===== config.mk =====
export PLATFORM = sky130hd
export DESIGN_NAME = cursor_ctrl
export DESIGN_NICKNAME = d
export VERILOG_FILES = /design/src/rtl/cursor_ctrl.sv
export SDC_FILE = /design/constraint.sdc
export NUM_CORES = 1
export LEC_CHECK = 0
export CAP_MARGIN = 10
export CORE_MARGIN = 2
export CORE_UTILIZATION = 45
export CTS_BUF_LIST = sky130_fd_sc_hd__clkbuf_16
export CTS_CLUSTER_SIZE = 10
export DETAILED_ROUTE_END_ITERATION = 7
export PLACE_DENSITY = 0.81
export SLEW_MARGIN = 10
export SYNTH_ARGS = -nofsm -noshare
export SYNTH_HDL_FRONTEND = slang
export SYNTH_SLANG_ARGS = --single-unit

===== constraint.sdc =====
create_clock -name clk -period 1.9 [get_ports clk]
set_input_delay 0.19 -clock clk [delete_from_list [all_inputs] [get_ports clk]]
set_output_delay 0.19 -clock clk [all_outputs]
set_load 0.05 [all_outputs]

===== src/rtl/cursor_ctrl.sv =====
// VT52 cursor movement controller: applies decoded cursor commands to a shadow
// position, strobes the clamped result to the cursor block and requests scrolls.
module cursor_ctrl #(
    parameter int ROW_BITS = 5,
    parameter int COL_BITS = 7,
    parameter int ROWS     = 24,
    parameter int COLS     = 80,
    parameter int TAB_STOP = 8
) (
    input  logic                clk,
    input  logic                reset,
    input  logic                cmd_valid,
    output logic                cmd_ready,
    input  logic [3:0]          cmd,
    input  logic [ROW_BITS-1:0] arg_row,
    input  logic [COL_BITS-1:0] arg_col,
    output logic [COL_BITS-1:0] new_x,
    output logic [ROW_BITS-1:0] new_y,
    output logic                wen,
    output logic                scroll_req,
    output logic                scroll_dir,
    input  logic                scroll_ack
);

    localparam logic ST_IDLE   = 1'b0;
    localparam logic ST_SCROLL = 1'b1;

    localparam logic [3:0] CMD_RIGHT  = 4'd0;
    localparam logic [3:0] CMD_LEFT   = 4'd1;
    localparam logic [3:0] CMD_UP     = 4'd2;
    localparam logic [3:0] CMD_DOWN   = 4'd3;
    localparam logic [3:0] CMD_HOME   = 4'd4;
    localparam logic [3:0] CMD_CR     = 4'd5;
    localparam logic [3:0] CMD_LF     = 4'd6;
    localparam logic [3:0] CMD_RLF    = 4'd7;
    localparam logic [3:0] CMD_TAB    = 4'd8;
    localparam logic [3:0] CMD_DIRECT = 4'd9;

    localparam logic [COL_BITS-1:0] X_MAX   = COL_BITS'(COLS - 1);
    localparam logic [ROW_BITS-1:0] Y_MAX   = ROW_BITS'(ROWS - 1);
    localparam logic [COL_BITS-1:0] COL_ONE = COL_BITS'(1);
    localparam logic [ROW_BITS-1:0] ROW_ONE = ROW_BITS'(1);
    // One extra bit so the next tab stop past the last column cannot wrap.
    localparam logic [COL_BITS:0]   TAB_W    = (COL_BITS + 1)'(TAB_STOP);
    localparam logic [COL_BITS:0]   TAB_MASK = ~(TAB_W - (COL_BITS + 1)'(1));

    logic                state_reg;
    logic [COL_BITS-1:0] x_reg, x_next;
    logic [ROW_BITS-1:0] y_reg, y_next;
    logic                wen_reg, wen_next;
    logic                dir_reg, dir_next;
    logic                scroll_next;
    logic [COL_BITS:0]   tab_t;

    assign cmd_ready  = (state_reg == ST_IDLE);
    assign scroll_req = (state_reg == ST_SCROLL);
    assign scroll_dir = dir_reg;
    assign new_x      = x_reg;
    assign new_y      = y_reg;
    assign wen        = wen_reg;

    always_comb begin
        x_next      = x_reg;
        y_next      = y_reg;
        wen_next    = 1'b1;
        dir_next    = dir_reg;
        scroll_next = 1'b0;
        tab_t       = ({1'b0, x_reg} & TAB_MASK) + TAB_W;
        case (cmd)
            CMD_RIGHT:  if (x_reg != X_MAX) x_next = x_reg + COL_ONE;
            CMD_LEFT:   if (x_reg != '0) x_next = x_reg - COL_ONE;
            CMD_UP:     if (y_reg != '0) y_next = y_reg - ROW_ONE;
            CMD_DOWN:   if (y_reg != Y_MAX) y_next = y_reg + ROW_ONE;
            CMD_HOME: begin
                x_next = '0;
                y_next = '0;
            end
            CMD_CR:     x_next = '0;
            CMD_LF: begin
                if (y_reg != Y_MAX) begin
                    y_next = y_reg + ROW_ONE;
                end else begin
                    scroll_next = 1'b1;
                    dir_next    = 1'b0;
                end
            end
            CMD_RLF: begin
                if (y_reg != '0) begin
                    y_next = y_reg - ROW_ONE;
                end else begin
                    scroll_next = 1'b1;
                    dir_next    = 1'b1;
                end
            end
            CMD_TAB: begin
                if (tab_t <= {1'b0, X_MAX}) begin
                    x_next = tab_t[COL_BITS-1:0];
                end else if (x_reg != X_MAX) begin
                    x_next = x_reg + COL_ONE;
                end
            end
            CMD_DIRECT: begin
                if (arg_row <= Y_MAX) y_next = arg_row;
                if (arg_col <= X_MAX) x_next = arg_col;
            end
            default:    wen_next = 1'b0;
        endcase
    end

    always_ff @(posedge clk or posedge reset) begin
        if (reset) begin
            state_reg <= ST_IDLE;
            x_reg     <= '0;
            y_reg     <= '0;
            wen_reg   <= 1'b0;
            dir_reg   <= 1'b0;
        end else begin
            wen_reg <= 1'b0;
            if (state_reg == ST_IDLE) begin
                if (cmd_valid) begin
                    x_reg   <= x_next;
                    y_reg   <= y_next;
                    wen_reg <= wen_next;
                    dir_reg <= dir_next;
                    if (scroll_next) state_reg <= ST_SCROLL;
                end
            end else if (scroll_ack) begin
                state_reg <= ST_IDLE;
            end
        end
    end

endmodule


==> impl_summary.txt, run 1 <==
----------------------------------------------------
[Run status]
  Outcome ... completed

[Place]
  Post-Place Setup Slack ... -0.3915 ns
  Port buffer count ... 35
  Placer Congestion ... 0.9266
  Placed wire-length estimate ... 3495 µm

[Worst setup path]
  Cell family with most CP delay ... compound AO/OA/AOI/OAI gates
  Number of logic stages on the critical path including buffering ... 8
  Worst stage delay on the critical path ... 0.43 ns
  Reg2reg setup slack ... 0.002 ns
  Cells along the critical path ... inv_2 > ha_4 > o21a_1 > o221a_2 > nand3_4 > a21oi_2 > a221oi_2 > o22ai_1
  Worst Path Required ... 2.03 ns
  Critical setup path kind ... reg2reg
  Critical path fanouts, max ... 4
  Count of buffer and inverter cells on the critical path ... 1
  Slowest-stage cell, CP ... dfrtp_2
  Critical Path Start Type ... register
  Sort of element at the end of the critical path ... register
  FF-to-FF path depth ... 8
  Critical path arrival ... 2.03 ns

[Final layout]
  Share of post-route cells with drive strength above 1 ... 36.19%
  Leading cell type in the layout, fill and taps excluded ... buf_4
  Commonest cells after routing, fill and taps aside ... buf_4 (47), clkdlybuf4s50_1 (30), nand2_1 (18)
  Area growth from synthesis to layout ... 63.20%
  Antenna cell count ... 0
  Final Util ... 79.03%
  Fin nets ... 300
  Max FFs per register ... 7
  Filler cell count in the final layout ... 215

[Floorplan]
  Number of placed I/O pins ... 36
  Die Y-Extent ... 61.79 µm
  Die area ... 0.003817 mm²
  Die boundary width ... 61.79 µm
  Core Footprint ... 0.003103 mm²
  Number of cell rows ... 20
  Starting Density ... 48.43%

[Power and ir drop]
  Leak Pwr ... 1.041 nW
  Pwr Density ... 1021 mW/mm²
  Peak supply drop ... 576.3 µV
  Final total power ... 2.505 mW

[Logic synthesis]
  Yosys Warn Count ... 0
  Synthesized Nets ... 222
  Gate Count Post-Synth ... 191
  Prevailing post-synth register cell ... dfrtp_1
  Mean cell area of the mapped netlist ... 7.867 µm²
  Cell area after technology mapping ... 0.001503 mm²
  Cell variety after synth ... 50
  Flops & latches, synth ... 15
  Share of flip-flops with an asynchronous set or reset after synthesis ... 100.0%
  Number of flops mapped to enable cells by yosys ... 0
  Sequential element share of the synthesized area ... 24.98%

[Timing]
  Final critical path time including I/O delays and setup ... 1.898 ns
  Final Cycle Share ... 99.90%
  Actual slew at the worst max-slew pin ... 0.6345 ns
  Relative slew slack ... 57.65%
  Fin Setup TNS ... 0 ns
  Minimum hold slack ... 0.3184 ns
  Setup repair after global routing missed its margin ... true
  Final hold vios ... 0
  Clock Skews ... 0.003926 ns
  Total count of max-transition violations in the final report ... 0
  Min setup slack post-route ... 0.001849 ns
  Max Freq ... 526.8 MHz
  Number of failing setup endpoints in the final timing report ... 0

[Route]
  Count of vias placed by the detailed router ... 1852
  Number of violations reported at the end of detailed-routing iteration 0 ... 183
  Pre-antenna DRT Iters ... 4
  Per-cell via count in the routed design ... 5.936
  Antenna Violating Nets Remaining ... 0
  Post-detailed-route wirelength per cell ... 16.14 µm
  Post-detailed-routing wire length ... 5036 µm
  Number of design rule violations left after detail routing ... 0

[Clock network]
  Maximum clock insertion buffer count ... 2
  Worst-skew pair later-pin latency ... 0.25 ns
  Maximum level of the CTS H-tree ... 1
  Hold buffer count at cts ... 0
  Root cell of the clock tree ... clkbuf_16
  CTS tree ... done
  Clock Sinks ... 15
  Clock buffers created by TritonCTS ... 3
  Clock edge transition at the registers on the reported setup and hold paths ... 0.05 ns

[Global routing]
  Global-route congestion overflow total ... 0
  Wire length of the first global-routing pass ... 7672 µm
  Pin count of the biggest net entering global routing ... 16
  Via count of the first global-routing pass ... 1687
  Global router's overall resource usage ... 27.22%
  Antenna violations before repair ... 0

[Hold path]
  Path category of the worst min-delay check ... in2async

[Run]
  Maximum capacitance violations ... 0

----------------------------------------------------
==> synth_stat cells, drive strengths merged (2+ instances only) <==
cell    count  area share, %
nand4       2           0.83
xnor2       4            2.3
o21ai      13            4.3
o211ai      3            2.4
or4         2            1.2
a31o        3            1.7
and2        2           0.83
ha         10            8.3
o21a        2            1.0
dfrtp      15             25
nand3       7            2.3
nand2b      4            1.7
a22oi       3            1.5
nor2       13            3.2
o22ai       5            2.1
inv        16            4.0
nor2b       4            1.7
nand2      19            4.7
xor2        4            2.8
a31oi       3            1.2
buf         7            2.3
clkbuf      2           0.58
and3        3            1.2
a32oi       3            1.7
a221oi      4            2.3
a21oi      16            5.3
nor3        5            2.0
==> repair_timing <==
| action | in CTS | in global routing |
|---|---|---|
| gates resized for setup | 11 | 16 |
| gates cloned | 0 | 1 |
| pin swaps | 10 | 18 |
| buffers inserted | 3 | 1 |
| endpoints found under the hold margin | 0 | 0 |
| endpoints found under the setup margin | 11 | 9 |
==> stage by stage <==
step	cell area, µm²	cells
after floorplan	1583	191
after global placement	2246	303
after detailed placement	2246	303
after CTS	2371	310
after global routing	2452	312
final	2452	312
==> per-layer routing <==
layer  GRT usage (%)  part of all wire (%)
met3           3.934                   9.8
met2           43.46                    47
met4           9.422                   1.8
met1           37.72                    42
met5               0                     0
==> cells by family after synthesis <==
kind of cell,after synthesis,share of synthesized area [%]
and+or+nand+nor,66,23.06
adders and majority gates,11,9.659
AOI/OAI and AO/OA,66,30.23
xor gates and xnor gates,8,5.163
buffers and inverters,25,6.910
DFF,15,24.98
==> final timing paths <==
| path | from | endpoint |
|---|---|---|
| setup / recovery | new_x[4] | new_x[5] |
| min in group clk | scroll_ack | scroll_req |
| max in group asynchronous | reset | new_x[3] |
| hold / removal | reset | new_x[1] |
| setup reg to reg | new_x[4] | new_x[5] |
| hold reg to reg | scroll_dir | scroll_dir |
==> report_power, final <==
part	leakage [nW]	internal, mW	switching [mW]
Clock	0.0409	0.282	0.149
Sequential	0.181	0.401	0.0822
Combinational	0.819	0.677	0.913
==> final cells by class <==
class	count	area (µm²)	area share (%)
multi-input cells	152	1182	48.21
inverters	16	62.56	2.551
clock inverters	1	5.005	0.2041
flip-flops and latches	15	381.6	15.56
repair buffers	81	690.7	28.16
well taps	44	55.05	2.245
clock buffers	3	75.07	3.061
Power figures use the tool's default switching activity.
==> run 2, diff against run 1 <==
Settings changed: SETUP_SLACK_MARGIN set to 0.15, SLEW_MARGIN 10 to unset.
==> run 2 against run 1 <==
Against the previous run:
- routed wire length increased by 8.3%
- total power up 2.9%
- design area up 2.9%
- highest routed layer unchanged
- first-iteration DRC count down 13%
- die area stayed put
- sequential share of layout area fell by 0.43 points
- sequential power hardly changed
- via count grew 0.70%
- non-clock buffer count grew 1
- clock power down 0.9%
- count of clock-buffer cells in the layout is the same
- cell count unchanged
==> impl_summary.txt, run 2 (synthesized netlist as in run 1, its figures left out) <==
----------------------------------------------------
[Run status]
  Outcome ... completed

[Power and ir drop]
  Internal power summed over all cells ... 1.377 mW
  Reg power frac ... 18.9%
  Logic gate share of total power ... 64.6%
  Final total power ... 2.579 mW
  Clock network power share ... 16.6%
  Pwr Density ... 1022 mW/mm²
  Leak Pwr ... 1.116 nW
  Peak supply drop ... 604.8 µV
  Switching fraction of total power ... 46.59%
  Total net switching power ... 1.201 mW

[Place]
  Port buffer count ... 35
  Placed cell areas ... 0.002222 mm²
  Dpl cells ... 298
  Placer Congestion ... 0.9354
  Placed wire-length estimate ... 3524 µm

[Clock network]
  Clock buffers created by TritonCTS ... 3
  CTS tree ... done
  Maximum clock insertion buffer count ... 2
  Clock Sinks ... 15
  Maximum level of the CTS H-tree ... 1
  Clock edge transition at the registers on the reported setup and hold paths ... 0.05 ns
  Worst-skew pair later-pin latency ... 0.25 ns
  Hold buffer count at cts ... 0
  Root cell of the clock tree ... clkbuf_16

[Timing]
  Total count of max-transition violations in the final report ... 0
  Final critical path time including I/O delays and setup ... 1.883 ns
  Relative slew slack ... 59.34%
  Final hold vios ... 0
  Setup repair after global routing missed its margin ... true
  Number of failing setup endpoints in the final timing report ... 0
  Fin Setup TNS ... 0 ns
  Minimum hold slack ... 0.3054 ns
  Actual slew at the worst max-slew pin ... 0.6092 ns
  Final Cycle Share ... 99.13%
  Clock Skews ... 0.003336 ns
  Max Freq ... 530.9 MHz

[Global routing]
  Antenna violations before repair ... 0
  Global-route congestion overflow total ... 0
  Via count of the first global-routing pass ... 1746
  Pin count of the biggest net entering global routing ... 16
  Wire length of the first global-routing pass ... 8245 µm
  Global router's overall resource usage ... 29.31%

[Route]
  Number of design rule violations left after detail routing ... 0
  Per-cell via count in the routed design ... 5.978
  Pre-antenna DRT Iters ... 5
  Antenna Violating Nets Remaining ... 0
  Count of vias placed by the detailed router ... 1865
  Post-detailed-route wirelength per cell ... 17.49 µm
  Number of violations reported at the end of detailed-routing iteration 0 ... 160
  Post-detailed-routing wire length ... 5456 µm

[Final layout]
  Fin nets ... 300
  Commonest cells after routing, fill and taps aside ... buf_4 (44), clkdlybuf4s50_1 (22), nand2_1 (18)
  Area growth from synthesis to layout ... 67.86%
  Filler cell count in the final layout ... 198
  Antenna cell count ... 0
  Final instance count without filler cells ... 312
  Share of post-route cells with drive strength above 1 ... 39.55%
  Leading cell type in the layout, fill and taps excluded ... buf_4
  Max FFs per register ... 7
  Final cell area excluding filler cells ... 0.002522 mm²

[Hold path]
  Path category of the worst min-delay check ... in2async

[Worst setup path]
  Critical Path Start Type ... register
  Worst stage delay on the critical path ... 0.43 ns
  Cells along the critical path ... inv_4 > ha_4 > o21a_1 > o221a_4 > nand3_4 > nand2_4 > buf_6 > a21oi_2 > o22ai_1
  Worst Path Required ... 2.02 ns
  Critical path fanouts, max ... 5
  Critical setup path kind ... reg2reg
  Critical path arrival ... 2.00 ns
  Sort of element at the end of the critical path ... register
  FF-to-FF path depth ... 9
  Slowest-stage cell, CP ... dfrtp_2

[Run]
  Maximum capacitance violations ... 0

[Floorplan]
  Core Footprint ... 0.003103 mm²
  Starting Density ... 48.43%
  Die boundary width ... 61.79 µm
  Die Y-Extent ... 61.79 µm
  Number of cell rows ... 20
  Number of placed I/O pins ... 36
  Die area ... 0.003817 mm²

----------------------------------------------------
run 2: cell types whose count changed in the layout (fill, tap and decap cells not counted), moves of 2 or more:
cell,delta
clkdlybuf4s50_1,-8
o21ai_0,-2
buf_4,-3
buf_6,+2
dlymetal6s2s_1,+4
dlygate4sd2_1,+3
o21ai_1,+2
buf_2,+2
run 2: cell type report:
type                    count  area, µm²  area share [%]
clock buffers               3      75.07           2.976
clock inverters             1      3.754          0.1488
inverters                  16      65.06           2.579
multi-input cells         151       1230           48.76
flip-flops and latches     15      381.6           15.13
well taps                  44      55.05           2.183
repair buffers             82      711.9           28.22
run 2: power groups by stage:
stage	sequential, mW	clock (mW)	combinational (mW)
final	0.486	0.427	1.67
after global routing	0.496	0.440	1.77
after CTS	0.472	0.427	1.53
after detailed placement	0.475	0	1.45
after global placement	0.471	0	1.43
after floorplan	0.769	0	0.640
run 2: timing repair:
item                                    CTS  global route
pin swaps                                23            23
resized for setup                        30            24
buffers inserted                          5             5
endpoints found under the hold margin     0             0
endpoints found under the setup margin   17            16
gates cloned                              0             0
run 2: through the flow:
| stage | utilization (%) | setup WS, ns |
|---|---|---|
| after global placement | 71.61 | -0.3143 |
| after CTS | 77.26 | 0.05604 |
| after floorplan | - | -0.1599 |
| after global routing | 81.29 | -0.05004 |
| after detailed placement | 71.61 | -0.4106 |
| final | 81.29 | 0.01657 |
run 2: critical path: cells and delay by family, from the launching register on:
family          cells  cell delay, ns
compound gates      4            0.69
flops               1            0.43
buf+inv             2            0.21
simple gates        2            0.21
fa+ha+maj           1            0.20
run 2: path summary, 6_finish.rpt:
path / start / endpoint / slack [ns]
min in group clk: cmd[3] / wen / 0.48
setup reg to reg: new_x[3] / new_x[6] / 0.02
setup / recovery: new_x[3] / new_x[6] / 0.02
max in group asynchronous: reset / new_y[2] / 1.16
hold / removal: reset / new_x[1] / 0.31
hold reg to reg: scroll_req / scroll_req / 0.59
run 2: per-layer routing:
metal / routed length [µm] / global-route usage, % / up-vias
li1: - / - / 854
met1: 2309 / 40.38 / 861
met2: 2553 / 46.32 / 129
met3: 434 / 3.520 / 21
met4: 159 / 12.77 / 0
met5: 0 / 0 / -
